`src/rtl/prefetch_cache_pkg.sv`:
```
// Shared types and encodings for the N-way prefetch cache controller.
package prefetch_cache_pkg;

    typedef enum logic [2:0] {
        CHECK    = 3'd0,
        WB       = 3'd1,
        FILL     = 3'd2,
        PF_CHECK = 3'd3,
        PF_WB    = 3'd4,
        PF_FILL  = 3'd5
    } ctrl_state_t;

    localparam logic [1:0] WE_NONE = 2'b00;
    localparam logic [1:0] WE_LINE = 2'b01;
    localparam logic [1:0] WE_CPU  = 2'b10;

    localparam logic SRC_CPU = 1'b0;
    localparam logic SRC_PF  = 1'b1;

endpackage

```
`src/rtl/prefetch_cache_ctrl_nway_if.sv`:
```
// Bus between the cache controller and the CPU side, prefetcher, pmem adapter and datapath.
interface prefetch_cache_ctrl_nway_if #(
    parameter int NUM_WAYS = 4
) ();
    localparam int WAY_W = $clog2(NUM_WAYS);

    logic                mem_read;
    logic                mem_write;
    logic                mem_resp;
    logic                pf_req;
    logic                pf_ack;
    logic                pf_done;
    logic                pmem_resp;
    logic                pmem_read;
    logic                pmem_write;
    logic                hit;
    logic [WAY_W-1:0]    hit_way;
    logic [WAY_W-1:0]    victim_way;
    logic                victim_dirty;
    logic                addr_src;
    logic                pmem_addr_sel;
    logic                data_in_sel;
    logic [NUM_WAYS-1:0] data_we;
    logic [1:0]          data_we_mode;
    logic [NUM_WAYS-1:0] ld_tag;
    logic [NUM_WAYS-1:0] ld_valid;
    logic [NUM_WAYS-1:0] ld_dirty;
    logic                valid_in;
    logic                dirty_in;
    logic                ld_lru;
    logic [WAY_W-1:0]    lru_way;

    modport master (
        input  mem_read, mem_write, pf_req, pmem_resp, hit, hit_way, victim_way, victim_dirty,
        output mem_resp, pf_ack, pf_done, pmem_read, pmem_write, addr_src, pmem_addr_sel,
               data_in_sel, data_we, data_we_mode, ld_tag, ld_valid, ld_dirty,
               valid_in, dirty_in, ld_lru, lru_way
    );

    modport slave (
        output mem_read, mem_write, pf_req, pmem_resp, hit, hit_way, victim_way, victim_dirty,
        input  mem_resp, pf_ack, pf_done, pmem_read, pmem_write, addr_src, pmem_addr_sel,
               data_in_sel, data_we, data_we_mode, ld_tag, ld_valid, ld_dirty,
               valid_in, dirty_in, ld_lru, lru_way
    );

endinterface

```
`src/rtl/way_onehot_dec.sv`:
```
// Way index to one-hot decoder; a shift keeps every in-range index X-free.
module way_onehot_dec #(
    parameter int NUM_WAYS = 4,
    localparam int WAY_W   = $clog2(NUM_WAYS)
) (
    input  logic                en,
    input  logic [WAY_W-1:0]    idx,
    output logic [NUM_WAYS-1:0] onehot
);

    assign onehot = en ? (NUM_WAYS'(1) << idx) : '0;

endmodule

```
`src/rtl/prefetch_cache_ctrl_nway.sv`:
```
// N-way cache control FSM with demand and prefetch request sources; demand has priority.
module prefetch_cache_ctrl_nway
    import prefetch_cache_pkg::*;
#(
    parameter int NUM_WAYS      = 4,
    parameter bit PF_UPDATE_LRU = 1'b0,
    localparam int WAY_W        = $clog2(NUM_WAYS)
) (
    input  logic                       clk,
    input  logic                       rst,
    prefetch_cache_ctrl_nway_if.master bus
);

    ctrl_state_t      state, state_next;
    logic [WAY_W-1:0] vreg, vreg_next;

    logic             we_en, tag_en, valid_en, dirty_en;
    logic [WAY_W-1:0] we_idx, dirty_idx;
    logic             demand;

    assign demand = bus.mem_read | bus.mem_write;

    always_ff @(posedge clk) begin
        if (rst) begin
            state <= CHECK;
            vreg  <= '0;
        end else begin
            state <= state_next;
            vreg  <= vreg_next;
        end
    end

    // Mealy outputs so a demand hit completes in the cycle it is presented; reset forces idle values.
    always_comb begin
        state_next         = state;
        vreg_next          = vreg;
        bus.mem_resp       = 1'b0;
        bus.pf_ack         = 1'b0;
        bus.pf_done        = 1'b0;
        bus.pmem_read      = 1'b0;
        bus.pmem_write     = 1'b0;
        bus.addr_src       = SRC_CPU;
        bus.pmem_addr_sel  = 1'b1;
        bus.data_in_sel    = 1'b1;
        bus.data_we_mode   = WE_NONE;
        bus.valid_in       = 1'b0;
        bus.dirty_in       = 1'b0;
        bus.ld_lru         = 1'b0;
        bus.lru_way        = '0;
        we_en              = 1'b0;
        we_idx             = vreg;
        tag_en             = 1'b0;
        valid_en           = 1'b0;
        dirty_en           = 1'b0;
        dirty_idx          = vreg;
        if (!rst) begin
            case (state)
                CHECK: begin
                    if (demand) begin
                        if (bus.hit) begin
                            bus.mem_resp = 1'b1;
                            bus.ld_lru   = 1'b1;
                            bus.lru_way  = bus.hit_way;
                            if (bus.mem_write) begin
                                we_en            = 1'b1;
                                we_idx           = bus.hit_way;
                                bus.data_we_mode = WE_CPU;
                                dirty_en         = 1'b1;
                                dirty_idx        = bus.hit_way;
                                bus.dirty_in     = 1'b1;
                            end
                        end else begin
                            vreg_next  = bus.victim_way;
                            state_next = bus.victim_dirty ? WB : FILL;
                        end
                    end else if (bus.pf_req) begin
                        state_next = PF_CHECK;
                    end
                end
                PF_CHECK: begin
                    bus.addr_src = SRC_PF;
                    bus.pf_ack   = 1'b1;
                    if (bus.hit) begin
                        state_next = CHECK;
                    end else begin
                        vreg_next  = bus.victim_way;
                        state_next = bus.victim_dirty ? PF_WB : PF_FILL;
                    end
                end
                WB, PF_WB: begin
                    bus.addr_src      = (state == PF_WB) ? SRC_PF : SRC_CPU;
                    bus.pmem_write    = 1'b1;
                    bus.pmem_addr_sel = 1'b0;
                    if (bus.pmem_resp) begin
                        dirty_en   = 1'b1;
                        state_next = (state == PF_WB) ? PF_FILL : FILL;
                    end
                end
                FILL, PF_FILL: begin
                    bus.addr_src    = (state == PF_FILL) ? SRC_PF : SRC_CPU;
                    bus.pmem_read   = 1'b1;
                    bus.data_in_sel = 1'b0;
                    if (bus.pmem_resp) begin
                        we_en            = 1'b1;
                        bus.data_we_mode = WE_LINE;
                        tag_en           = 1'b1;
                        valid_en         = 1'b1;
                        bus.valid_in     = 1'b1;
                        dirty_en         = 1'b1;
                        state_next       = CHECK;
                        if (state == PF_FILL) begin
                            bus.pf_done = 1'b1;
                            if (PF_UPDATE_LRU) begin
                                bus.ld_lru  = 1'b1;
                                bus.lru_way = vreg;
                            end
                        end
                    end
                end
                default: state_next = CHECK;
            endcase
        end
    end

    way_onehot_dec #(.NUM_WAYS(NUM_WAYS)) u_dec_we (
        .en(we_en), .idx(we_idx), .onehot(bus.data_we)
    );

    way_onehot_dec #(.NUM_WAYS(NUM_WAYS)) u_dec_tag (
        .en(tag_en), .idx(vreg), .onehot(bus.ld_tag)
    );

    way_onehot_dec #(.NUM_WAYS(NUM_WAYS)) u_dec_valid (
        .en(valid_en), .idx(vreg), .onehot(bus.ld_valid)
    );

    way_onehot_dec #(.NUM_WAYS(NUM_WAYS)) u_dec_dirty (
        .en(dirty_en), .idx(dirty_idx), .onehot(bus.ld_dirty)
    );

endmodule

```
`src/flat_wrapper.sv`:
```
// flat-port wrapper written by rule: the top's interface ports become plain ports
module prefetch_cache_ctrl_nway_flat import prefetch_cache_pkg::*;
#(
    parameter int NUM_WAYS      = 4,
    parameter bit PF_UPDATE_LRU = 1'b0,
    localparam int WAY_W        = $clog2(NUM_WAYS)
)
  (clk, rst, bus_mem_read, bus_mem_write, bus_pf_req, bus_pmem_resp, bus_hit, bus_hit_way, bus_victim_way, bus_victim_dirty, bus_mem_resp, bus_pf_ack, bus_pf_done, bus_pmem_read, bus_pmem_write, bus_addr_src, bus_pmem_addr_sel, bus_data_in_sel, bus_data_we, bus_data_we_mode, bus_ld_tag, bus_ld_valid, bus_ld_dirty, bus_valid_in, bus_dirty_in, bus_ld_lru, bus_lru_way);
  prefetch_cache_ctrl_nway_if #(.NUM_WAYS(NUM_WAYS)) bus_i ();
  input  logic clk;
  input  logic rst;
  input wire logic [$bits(bus_i.mem_read)-1:0] bus_mem_read;
  input wire logic [$bits(bus_i.mem_write)-1:0] bus_mem_write;
  input wire logic [$bits(bus_i.pf_req)-1:0] bus_pf_req;
  input wire logic [$bits(bus_i.pmem_resp)-1:0] bus_pmem_resp;
  input wire logic [$bits(bus_i.hit)-1:0] bus_hit;
  input wire logic [$bits(bus_i.hit_way)-1:0] bus_hit_way;
  input wire logic [$bits(bus_i.victim_way)-1:0] bus_victim_way;
  input wire logic [$bits(bus_i.victim_dirty)-1:0] bus_victim_dirty;
  output wire logic [$bits(bus_i.mem_resp)-1:0] bus_mem_resp;
  output wire logic [$bits(bus_i.pf_ack)-1:0] bus_pf_ack;
  output wire logic [$bits(bus_i.pf_done)-1:0] bus_pf_done;
  output wire logic [$bits(bus_i.pmem_read)-1:0] bus_pmem_read;
  output wire logic [$bits(bus_i.pmem_write)-1:0] bus_pmem_write;
  output wire logic [$bits(bus_i.addr_src)-1:0] bus_addr_src;
  output wire logic [$bits(bus_i.pmem_addr_sel)-1:0] bus_pmem_addr_sel;
  output wire logic [$bits(bus_i.data_in_sel)-1:0] bus_data_in_sel;
  output wire logic [$bits(bus_i.data_we)-1:0] bus_data_we;
  output wire logic [$bits(bus_i.data_we_mode)-1:0] bus_data_we_mode;
  output wire logic [$bits(bus_i.ld_tag)-1:0] bus_ld_tag;
  output wire logic [$bits(bus_i.ld_valid)-1:0] bus_ld_valid;
  output wire logic [$bits(bus_i.ld_dirty)-1:0] bus_ld_dirty;
  output wire logic [$bits(bus_i.valid_in)-1:0] bus_valid_in;
  output wire logic [$bits(bus_i.dirty_in)-1:0] bus_dirty_in;
  output wire logic [$bits(bus_i.ld_lru)-1:0] bus_ld_lru;
  output wire logic [$bits(bus_i.lru_way)-1:0] bus_lru_way;
  assign bus_i.mem_read = bus_mem_read;
  assign bus_i.mem_write = bus_mem_write;
  assign bus_i.pf_req = bus_pf_req;
  assign bus_i.pmem_resp = bus_pmem_resp;
  assign bus_i.hit = bus_hit;
  assign bus_i.hit_way = bus_hit_way;
  assign bus_i.victim_way = bus_victim_way;
  assign bus_i.victim_dirty = bus_victim_dirty;
  assign bus_mem_resp = bus_i.mem_resp;
  assign bus_pf_ack = bus_i.pf_ack;
  assign bus_pf_done = bus_i.pf_done;
  assign bus_pmem_read = bus_i.pmem_read;
  assign bus_pmem_write = bus_i.pmem_write;
  assign bus_addr_src = bus_i.addr_src;
  assign bus_pmem_addr_sel = bus_i.pmem_addr_sel;
  assign bus_data_in_sel = bus_i.data_in_sel;
  assign bus_data_we = bus_i.data_we;
  assign bus_data_we_mode = bus_i.data_we_mode;
  assign bus_ld_tag = bus_i.ld_tag;
  assign bus_ld_valid = bus_i.ld_valid;
  assign bus_ld_dirty = bus_i.ld_dirty;
  assign bus_valid_in = bus_i.valid_in;
  assign bus_dirty_in = bus_i.dirty_in;
  assign bus_ld_lru = bus_i.ld_lru;
  assign bus_lru_way = bus_i.lru_way;
  prefetch_cache_ctrl_nway #(.NUM_WAYS(NUM_WAYS), .PF_UPDATE_LRU(PF_UPDATE_LRU)) u_core (.clk(clk), .rst(rst), .bus(bus_i));
endmodule
```
`config.mk`:
```
export PLATFORM = sky130hd
export DESIGN_NAME = prefetch_cache_ctrl_nway_flat
export DESIGN_NICKNAME = d
export VERILOG_FILES = /design/src/rtl/prefetch_cache_pkg.sv /design/src/rtl/prefetch_cache_ctrl_nway_if.sv /design/src/rtl/way_onehot_dec.sv /design/src/rtl/prefetch_cache_ctrl_nway.sv /design/src/flat_wrapper.sv
export SDC_FILE = /design/constraint.sdc
export NUM_CORES = 1
export LEC_CHECK = 0
export BUFFER_PORTS_ARGS = -buffer_cell sky130_fd_sc_hd__buf_2
export CORE_UTILIZATION = 37
export CTS_CLUSTER_DIAMETER = 40
export CTS_CLUSTER_SIZE = 24
export DETAILED_ROUTE_END_ITERATION = 16
export GPL_ROUTABILITY_DRIVEN = 0
export PLACE_DENSITY_LB_ADDON = 0.25
export SYNTH_ARGS = -nofsm -noshare
export SYNTH_HDL_FRONTEND = slang
export SYNTH_HIERARCHICAL = 1
export SYNTH_SLANG_ARGS = --single-unit
```
`constraint.sdc`:
```
create_clock -name clk -period 1.72 [get_ports clk]
set_clock_uncertainty 0.15 [all_clocks]
set_input_delay 0.086 -clock clk [delete_from_list [all_inputs] [get_ports clk]]
set_output_delay 0.086 -clock clk [all_outputs]
set_load 0.02 [all_outputs]
```
==> impl_metrics.yaml, run 1 <==
min_path:
  hold_class: "primary input to flop"
timing:
  finalCriticalPeriod_ps: 1980
  drv_slew: 0
  hold_viol: 0
  worstMarginPinSlew_ps: 340
  worst_slack_ps: -262
  rsz0062_at_grt: "true"
  fmax_mhz: 505
  finalCritPeriodShare_pct: 115
  relSlewSlack_pct: 77.3
  setup_violations: 18
critical_path:
  worstSetupStartpointType: "flop"
  cp_slowest_cell: "or3b_4"
  cp_slowest_stage_delay_ps: 400
  arrival_ps: 1750
  critPathRequiredTime_ps: 1480
  critPathCaptureType: "output pin"
  crit_chain: "or3b_4 -> a21oi_4 -> and2_4 -> nand2b_4 -> nor3b_4 -> buf_6"
  crit_fanout: 4
  path_delay_family: "simple AND/OR/NAND/NOR gates"
  cp_num_buf_inv: 1
  crit_type: "flop to output pin"
floorplanning:
  coreArea_sq_um: 1730
  start_util_pct: 39.1
  io_pins: 43
  num_rows: 15
  die_y_um: 44.7
  die_x_um: 44.7
  die-area_sq_um: 2000
cells_and_area:
  finalNetCount: 152
  multi_input_area_sq_um: 592
  fillers: 152
  synthToLayoutAreaGrowth_pct: 74.4
  n_antenna_cell: 0
  drive_gt1_share_pct: 61.9
  final_common_cell: "buf_2"
  regArea_sq_um: 106
  most-common-layout-cells: "buf_2, buf_4, buf_6"
  final_cells: 164
power:
  ir_drop_uv: 600
  p_total_uw: 1060
  combPwrFrac_pct: 69.5
  p_seq_share_pct: 17.8
  swShare_pct: 44.3
  intPower_uw: 589
  net-switching-power_uw: 469
  power.density_nw_per_um2: 898
  total_leakage_power_uw: 0.000607
  clockPowerShare_pct: 12.7
yosys:
  synth_xor_area_share_pct: 2.59
  muxShareOfSynthArea_pct: 7.22
  yosysWarnings: 6
  synth.distinct_cells: 37
  synth-simple-area-share_pct: 51.1
  syn_area_sq_um: 676
  avgSynthCellArea_sq_um: 7.77
  seq_area_frac_synth_pct: 14.8
  synth_cells: 87
  syn-num-nets: 99
  synth_top_family_by_area: "simple AND/OR/NAND/NOR gates"
  synth_adder_area_share_pct: 0
  synth_compound_area_share_pct: 16.1
  yosys_register_bits: 5
global_route:
  grt_pass1_wl_mm: 3.02
  antenna_found_initial: 0
  grt-ovfl-total: 0
  grt_max_degree: 12
  grt_pass1_vias: 688
  grt_use_total_pct: 21.0
clocking:
  clockBufferDepth: 2
  h-tree-depth: 1
  root_buffer: "clkbuf_4"
  cts_sinks: 5
  tritoncts: "yes"
  numCtsBuffers: 3
  clkSlewWorstSetupHoldPaths_ps: 40
  insertion_delay_ps: 240
route:
  ant_nets: 0
  viasPerCell: 4.98
  drt-total-wl_mm: 2.03
  wl_per_cell_um: 12.3
  vias: 817
  dr.pass1.iters: 4
  initialDrtViolationCount: 11
  drc: 0
placement:
  dp.cells: 157
  hpwl_mm: 1.42
  numPortBuffers: 42
outcome:
  status: "finished with violations"
  violations: "setup timing"
flow_run:
  cap_viol_max_count: 0
final cells by class:
class | count | area share [%]
multi-input combinational | 72 | 50.2
clock buffer | 4 | 2.23
timing repair buffer | 54 | 34.6
inverter | 4 | 1.27
sequential | 5 | 9.02
tap | 25 | 2.65
stage by stage:
step                util (%)  hold WS, ps  setup slack [ps]  setup TNS, ps  area [sq um]
global route            68.3         92.6              -350          -4960          1180
finish                  68.3         75.0              -262          -3480          1180
CTS                     67.1         67.2              -246          -3530          1160
detailed placement      57.6          211             -43.0          -66.9           995
global placement        57.6          199             -6.16          -6.16           995
floorplan                  -         52.8              -131           -672           713
kinds of logic after synthesis:
| logic type | Yosys count |
|---|---|
| simple gates | 51 |
| compound gates | 15 |
| buf+inv | 10 |
| flops | 5 |
| mux | 4 |
| xor+xnor | 2 |
registers in the layout, indices dropped and copies added (netlist names):
signal        count
u_core/vreg       2
u_core/state      3
path summary, 6_finish.rpt:
check	start	to	cells past startpoint	slack, ps
worst max register to register	u_core/state[2]	u_core/state[0]	5	60
worst min register to register	u_core/vreg[0]	u_core/vreg[0]	2	480
worst min-delay path	rst	u_core/vreg[0]	3	70
worst max-delay path	u_core/state[0]	bus_data_we[0]	6	-260
power groups by stage:
stage               clock (uW)  combinational [uW]  sequential (uW)
global placement             0                 646              180
floorplan                    0                 491              177
detailed placement           0                 652              185
finish                     134                 736              188
global route               150                 792              197
CTS                        140                 722              188
Yosys cell counts (all sizes together):
cell,count,area (sq um)
and4,1,8.76
nand2,3,11.3
nor2b,1,6.26
o31ai,4,35.0
nand2b,2,12.5
nand3,4,20.0
inv,4,15.0
nand3b,3,22.5
clkbuf,1,3.75
dfxtp,5,100
xor2,1,8.76
mux2,4,48.8
or4,2,15.0
or3b,1,8.76
xnor2,1,8.76
and3b,8,70.1
buf,5,36.3
a21oi,6,33.8
a21bo,1,10.0
and2,3,18.8
nand4,1,6.26
nor3b,5,57.6
nor2,8,30.0
and3,4,30.0
a22oi,1,12.5
o21ai,2,10.0
or2,2,12.5
a21boi,1,7.51
nor3,3,15.0
timing repair:
item | CTS | global route
endpoints found under the setup margin | 19 | 22
resized for setup | 37 | 6
setup buffers | 1 | 0
hold buffers | 2 | 0
endpoints found under the hold margin | 2 | 0
cloned | 0 | 0
pin swaps | 3 | 2
per-layer routing:
metal / part of all wire, % / vias to the layer above / routed length, um / global-route usage [%]
met3: 4.3 / 2 / 87 / 3.60
met2: 51 / 32 / 1040 / 35.0
met1: 44 / 362 / 889 / 27.2
met4: 0.59 / 0 / 12 / 7.27
li1: - / 421 / - / -
met5: 0 / - / 0 / 0
worst min-delay path: stages:
cell,delay (ps)
buf_2,90
buf_4,180
a21oi_1,50
Power figures use the tool's default switching activity.
==> run 2, diff against run 1 <==
--- a/config.mk
+++ b/config.mk
@@ -11,7 +11,7 @@
 export CTS_CLUSTER_SIZE = 24
 export DETAILED_ROUTE_END_ITERATION = 16
 export GPL_ROUTABILITY_DRIVEN = 0
-export PLACE_DENSITY_LB_ADDON = 0.25
+export PLACE_DENSITY = 0.74
 export SYNTH_ARGS = -nofsm -noshare
 export SYNTH_HDL_FRONTEND = slang
 export SYNTH_HIERARCHICAL = 1
==> impl_metrics.yaml, run 2 (synthesized netlist as in run 1, its figures left out) <==
timing:
  rsz0062_at_grt: "true"
  hold_ws_ps: 85.4
  setup_violations: 19
  worstMarginPinSlew_ps: 389
  hold_viol: 0
  drv_slew: 0
  worst_slack_ps: -263
  finalCritPeriodShare_pct: 115
  finalCriticalPeriod_ps: 1980
  fmax_mhz: 504
  relSlewSlack_pct: 74.0
critical_path:
  r2r_end: "u_core/state[0]"
  worstSetupStartpointType: "flop"
  timing.critical_path.to: "bus_data_we[0]"
  worst_r2r_path_depth: 4
  critPathCaptureType: "output pin"
  cp_slowest_stage_delay_ps: 390
  startpoint: "u_core/state[1]"
  cp_slowest_cell: "or3b_4"
  arrival_ps: 1750
  reg2reg_from: "u_core/state[0]"
  crit_chain: "or3b_4 -> a21oi_4 -> and2_4 -> nand2b_4 -> nor3b_4 -> buf_6"
  critPathRequiredTime_ps: 1480
  regToRegSetupSlack_ps: 40
  worstSetupPathDepth: 6
  cp_num_buf_inv: 1
  crit_fanout: 4
  crit_type: "flop to output pin"
  path_delay_family: "simple AND/OR/NAND/NOR gates"
route:
  wl_per_cell_um: 12.6
  drc: 0
  viasPerCell: 5.29
  ant_nets: 0
  drt-total-wl_mm: 2.08
  dr.pass1.iters: 4
  initialDrtViolationCount: 20
  vias: 873
clocking:
  clockBufferDepth: 2
  numCtsBuffers: 3
  root_buffer: "clkbuf_4"
  cts_sinks: 5
  tritoncts: "yes"
  insertion_delay_ps: 240
  h-tree-depth: 1
  clkSlewWorstSetupHoldPaths_ps: 40
floorplanning:
  io_pins: 43
  die_y_um: 44.7
  die_x_um: 44.7
  coreArea_sq_um: 1730
  num_rows: 15
  start_util_pct: 39.1
  die-area_sq_um: 2000
cells_and_area:
  largest_reg_flops: 3
  synthToLayoutAreaGrowth_pct: 79.6
  drive_gt1_share_pct: 61.4
  fillers: 151
  final_cells: 165
  finalNetCount: 153
  most-common-layout-cells: "buf_2, buf_6, buf_4"
  final_common_cell: "buf_2"
  utilization_pct: 70.3
  regMostFlops: "u_core/state"
  n_antenna_cell: 0
  reg_top3: "u_core/state: 3 flops, u_core/vreg: 2 flops"
placement:
  dp.cells: 157
  numPortBuffers: 42
  hpwl_mm: 1.45
  dp_slack_ps: -23.6
min_path:
  hold_class: "primary input to flop"
global_route:
  grt_pass1_vias: 742
  grt_max_degree: 12
  antenna_found_initial: 0
  grt-ovfl-total: 0
  grt_pass1_wl_mm: 3.13
  grt_use_total_pct: 21.4
flow_run:
  cap_viol_max_count: 0
outcome:
  violations: "setup timing"
  status: "finished with violations"
power:
  total_leakage_power_uw: 0.000615
  power.density_nw_per_um2: 892
  p_total_uw: 1080
  ir_drop_uv: 731
[run 2: layout make-up]
class | count | area, sq um | share of cell area (%)
inverters | 4 | 15.0 | 1.24
flip-flops and latches | 5 | 106 | 8.76
repair buffers | 55 | 434 | 35.8
clock buffers | 4 | 26.3 | 2.16
multi-input cells | 72 | 601 | 49.5
well taps | 25 | 31.3 | 2.58
[run 2: report_power, final]
part / internal, uW / switching [uW]
clock: 87.6 / 46.2
sequential: 151 / 45.3
combinational: 364 / 389
[run 2: stage by stage]
stage | setup TNS [ps] | area [sq um]
6_report | -3820 | 1210
2_1_floorplan | -672 | 713
5_1_grt | -5100 | 1210
3_5_place_dp | -102 | 995
4_1_cts | -3830 | 1150
3_3_place_gp | 0 | 995
[run 2: tightest hold or removal path: stages]
cell	delay, ps
buf_2	140
nand2_1	70
nand3b_1	70
a21oi_1	60
[run 2: routing by layer]
layer  global-route usage [%]  wire length, um  share of wire (%)  up-vias
li1                         -                -                  -      422
met1                     22.1              786                 38      411
met2                     41.5             1170                 56       36
met3                     5.20               90                4.3        4
met4                     7.27               31                1.5        0
met5                        0                0                  0        -
[run 2: how the worst min path moves through the flow]
| stage | start | cells after the start | to |
|---|---|---|---|
| 2_1_floorplan | rst | 1 | bus_pmem_read |
| 3_3_place_gp | bus_victim_way[1] | 3 | u_core/vreg[1] |
| 3_5_place_dp | bus_victim_way[1] | 3 | u_core/vreg[1] |
| 4_1_cts | rst | 3 | u_core/state[2] |
| 5_1_grt | bus_pmem_resp | 4 | u_core/state[2] |
| 6_report | bus_pmem_resp | 4 | u_core/state[2] |
[run 2: timing repair]
item | in CTS | in global routing
hold endpoints to repair | 2 | 0
pin swaps | 3 | 2
endpoints found under the setup margin | 20 | 21
hold buffers | 2 | 0
setup buffers | 1 | 1
resized for setup | 34 | 15
==> run 3, diff against run 2 <==
--- a/config.mk
+++ b/config.mk
@@ -5,13 +5,14 @@
 export SDC_FILE = /design/constraint.sdc
 export NUM_CORES = 1
 export LEC_CHECK = 0
+export ABC_AREA = 1
 export BUFFER_PORTS_ARGS = -buffer_cell sky130_fd_sc_hd__buf_2
 export CORE_UTILIZATION = 37
 export CTS_CLUSTER_DIAMETER = 40
 export CTS_CLUSTER_SIZE = 24
 export DETAILED_ROUTE_END_ITERATION = 16
 export GPL_ROUTABILITY_DRIVEN = 0
-export PLACE_DENSITY = 0.74
+export PLACE_DENSITY = 0.75
 export SYNTH_ARGS = -nofsm -noshare
 export SYNTH_HDL_FRONTEND = slang
 export SYNTH_HIERARCHICAL = 1
==> impl_metrics.yaml, run 3 <==
outcome:
  status: "finished with violations"
  violations: "DRC, setup timing"
clocking:
  clockBufferDepth: 2
  numCtsBuffers: 3
  root_buffer: "clkbuf_4"
  h-tree-depth: 1
  cts_sinks: 5
  insertion_delay_ps: 240
  clkSlewWorstSetupHoldPaths_ps: 40
  tritoncts: "yes"
yosys:
  synth_top_area_share_pct: 18.0
  yosysTopAreaCell: "nand2_1"
  yosysWarnings: 6
  synthTopCellsByCount: "nand2_1, nor2_1, inv_1, nand3_1, a21oi_1"
  seq_area_frac_synth_pct: 15.5
  synthTopCellsByArea: "nand2_1, nor2_1, dfxtp_1, inv_1, nand3_1"
  syn-num-nets: 140
  yosysMostFrequentCell: "nand2_1"
  yosys_register_bits: 5
  synth.distinct_cells: 18
  synthArstFlopShare_pct: 0
  synth_cells: 128
  syn_area_sq_um: 646
  ys.flop_type: "dfxtp_1"
  synth_edf_count: 0
  avgSynthCellArea_sq_um: 5.04
timing:
  finalCritPeriodShare_pct: 108
  fmax_mhz: 540
  worstMarginPinSlew_ps: 312
  setup_tns_ps: -1570
  relSlewSlack_pct: 79.2
  drv_slew: 0
  worst_slack_ps: -133
  rsz0062_at_grt: "true"
  finalCriticalPeriod_ps: 1850
  setup_violations: 20
  hold_viol: 0
critical_path:
  cp_slowest_stage_delay_ps: 360
  cp_slowest_cell: "dfxtp_4"
  arrival_ps: 1620
  worst_r2r_path_depth: 7
  cp_num_buf_inv: 3
  critPathCaptureType: "output pin"
  critPathRequiredTime_ps: 1480
  startpoint: "u_core/state[0]"
  crit_fanout: 6
  crit_type: "flop to output pin"
  worstSetupPathDepth: 9
  crit_chain: "inv_1 -> buf_4 -> nand3_1 -> nand2_2 -> nand2_2 -> nor2_4 -> nand2_2 -> nor2_2 -> buf_6"
  timing.critical_path.to: "bus_ld_tag[1]"
  reg2reg_from: "u_core/state[1]"
  worstSetupStartpointType: "flop"
  path_delay_family: "simple AND/OR/NAND/NOR gates"
  r2r_end: "u_core/state[0]"
  regToRegSetupSlack_ps: 340
  crit_top_cell: "nand2_2"
route:
  wl_per_cell_um: 11.0
  initialDrtViolationCount: 34
  dr.pass1.iters: 10
  viasPerCell: 4.82
  drt-total-wl_mm: 2.21
  ant_nets: 0
  drc: 5
  vias: 964
floorplanning:
  coreArea_sq_um: 1560
  die_y_um: 43.8
  io_pins: 43
  die_x_um: 43.8
  start_util_pct: 41.4
  num_rows: 14
  die-area_sq_um: 1920
cells_and_area:
  final_common_cell: "buf_4"
  finalNetCount: 197
  reg_top3: "u_core/state: 3 flops, u_core/vreg: 2 flops"
  regMostFlops: "u_core/state"
  n_antenna_cell: 0
  synthToLayoutAreaGrowth_pct: 80.0
  largest_reg_flops: 3
  drive_gt1_share_pct: 52.7
  most-common-layout-cells: "buf_4, inv_1, buf_2, nand2_1, nor2_1"
global_route:
  antenna_found_initial: 0
  grt_use_total_pct: 22.9
  grt-ovfl-total: 0
  grt_pass1_vias: 840
  grt_max_degree: 12
  grt_pass1_wl_mm: 3.34
placement:
  dp_slack_ps: -32.1
  numPortBuffers: 42
  hpwl_mm: 1.60
flow_run:
  cap_viol_max_count: 0
min_path:
  hold_class: "primary input to flop"
power:
  total_leakage_power_uw: 0.000632
  ir_drop_uv: 737
  power.density_nw_per_um2: 1110
-- run 3: cell types whose count changed after synthesis, moves of 3 or more --
cell      change
and2_1        -3
nand3_1       +5
inv_1        +20
nor3b_2       -4
nor2_2        +3
nand2_1      +28
nand3b_1      -3
a21oi_1       +3
and3b_1       -8
o31ai_1       -3
nor2_1       +20
and3_2        -4
-- run 3: metrics by stage --
| step | std cells | instance area (sq um) | power, uW | util (%) | hold WS (ps) |
|---|---|---|---|---|---|
| 6_report | 200 | 1160 | 1280 | 74.6 | 100 |
| 4_1_cts | 200 | 1090 | 1230 | 69.8 | 78.0 |
| 3_5_place_dp | 191 | 930 | 987 | 59.6 | 238 |
| 3_3_place_gp | 191 | 930 | 972 | 59.6 | 237 |
| 2_1_floorplan | 128 | 658 | 750 | - | 109 |
| 5_1_grt | 200 | 1160 | 1390 | 74.6 | 108 |
-- run 3: worst register-to-register path, stage by stage, from the launching register on --
cell	delay, ps
dfxtp_2	340
nor2_4	140
nand2_4	70
buf_4	150
nor2_2	150
nor2_4	80
a21oi_1	130
nor2_1	60
-- run 3: cell type report --
| cell class | instances | area, sq um |
|---|---|---|
| sequential | 5 | 105 |
| clock buffer | 4 | 26.3 |
| inverter | 26 | 97.6 |
| fill | 130 | 397 |
| multi-input combinational | 94 | 534 |
| timing repair buffer | 55 | 379 |
| tap | 16 | 20.0 |
-- run 3: power breakdown --
group | total, uW | switching, uW | internal, uW | leakage (uW)
Clock | 135 | 47.3 | 87.7 | 0.0000150
Combinational | 928 | 564 | 364 | 0.000575
Sequential | 222 | 61.6 | 160 | 0.0000421
-- run 3: layer usage --
| metal | share of wire [%] | GRT usage, % | routed length, um |
|---|---|---|---|
| met3 | 6.3 | 3.33 | 140 |
| met4 | 0.95 | 9.38 | 21 |
| met5 | 0 | 0 | 0 |
| met2 | 54 | 42.4 | 1190 |
| met1 | 39 | 25.9 | 854 |
-- run 3: kinds of logic (layout without fill, tap and decap cells) --
family	Yosys count	after routing	synth area share [%]
buffers and inverters	29	85	18.0
and+or+nand+nor	82	82	57.2
AOI/OAI and AO/OA	12	12	9.30
DFF	5	5	15.5
-- run 3: repair_timing --
item                                    4_1_cts  5_1_grt
gates resized for setup                      32       24
setup buffers                                 3        0
endpoints found under the setup margin       22       24
endpoints found under the hold margin         2        0
hold buffers                                  2        0
pin swaps                                     3        7
-- run 3: worst min path at each step --
stage / slack, ps / from / to / depth (start not counted)
6_report: 100 / rst / u_core/vreg[1] / 3
5_1_grt: 110 / rst / u_core/vreg[1] / 3
4_1_cts: 80 / rst / u_core/vreg[1] / 3
3_5_place_dp: 240 / bus_victim_way[1] / u_core/vreg[1] / 3
3_3_place_gp: 240 / bus_victim_way[1] / u_core/vreg[1] / 3
2_1_floorplan: 110 / rst / bus_pmem_write / 1
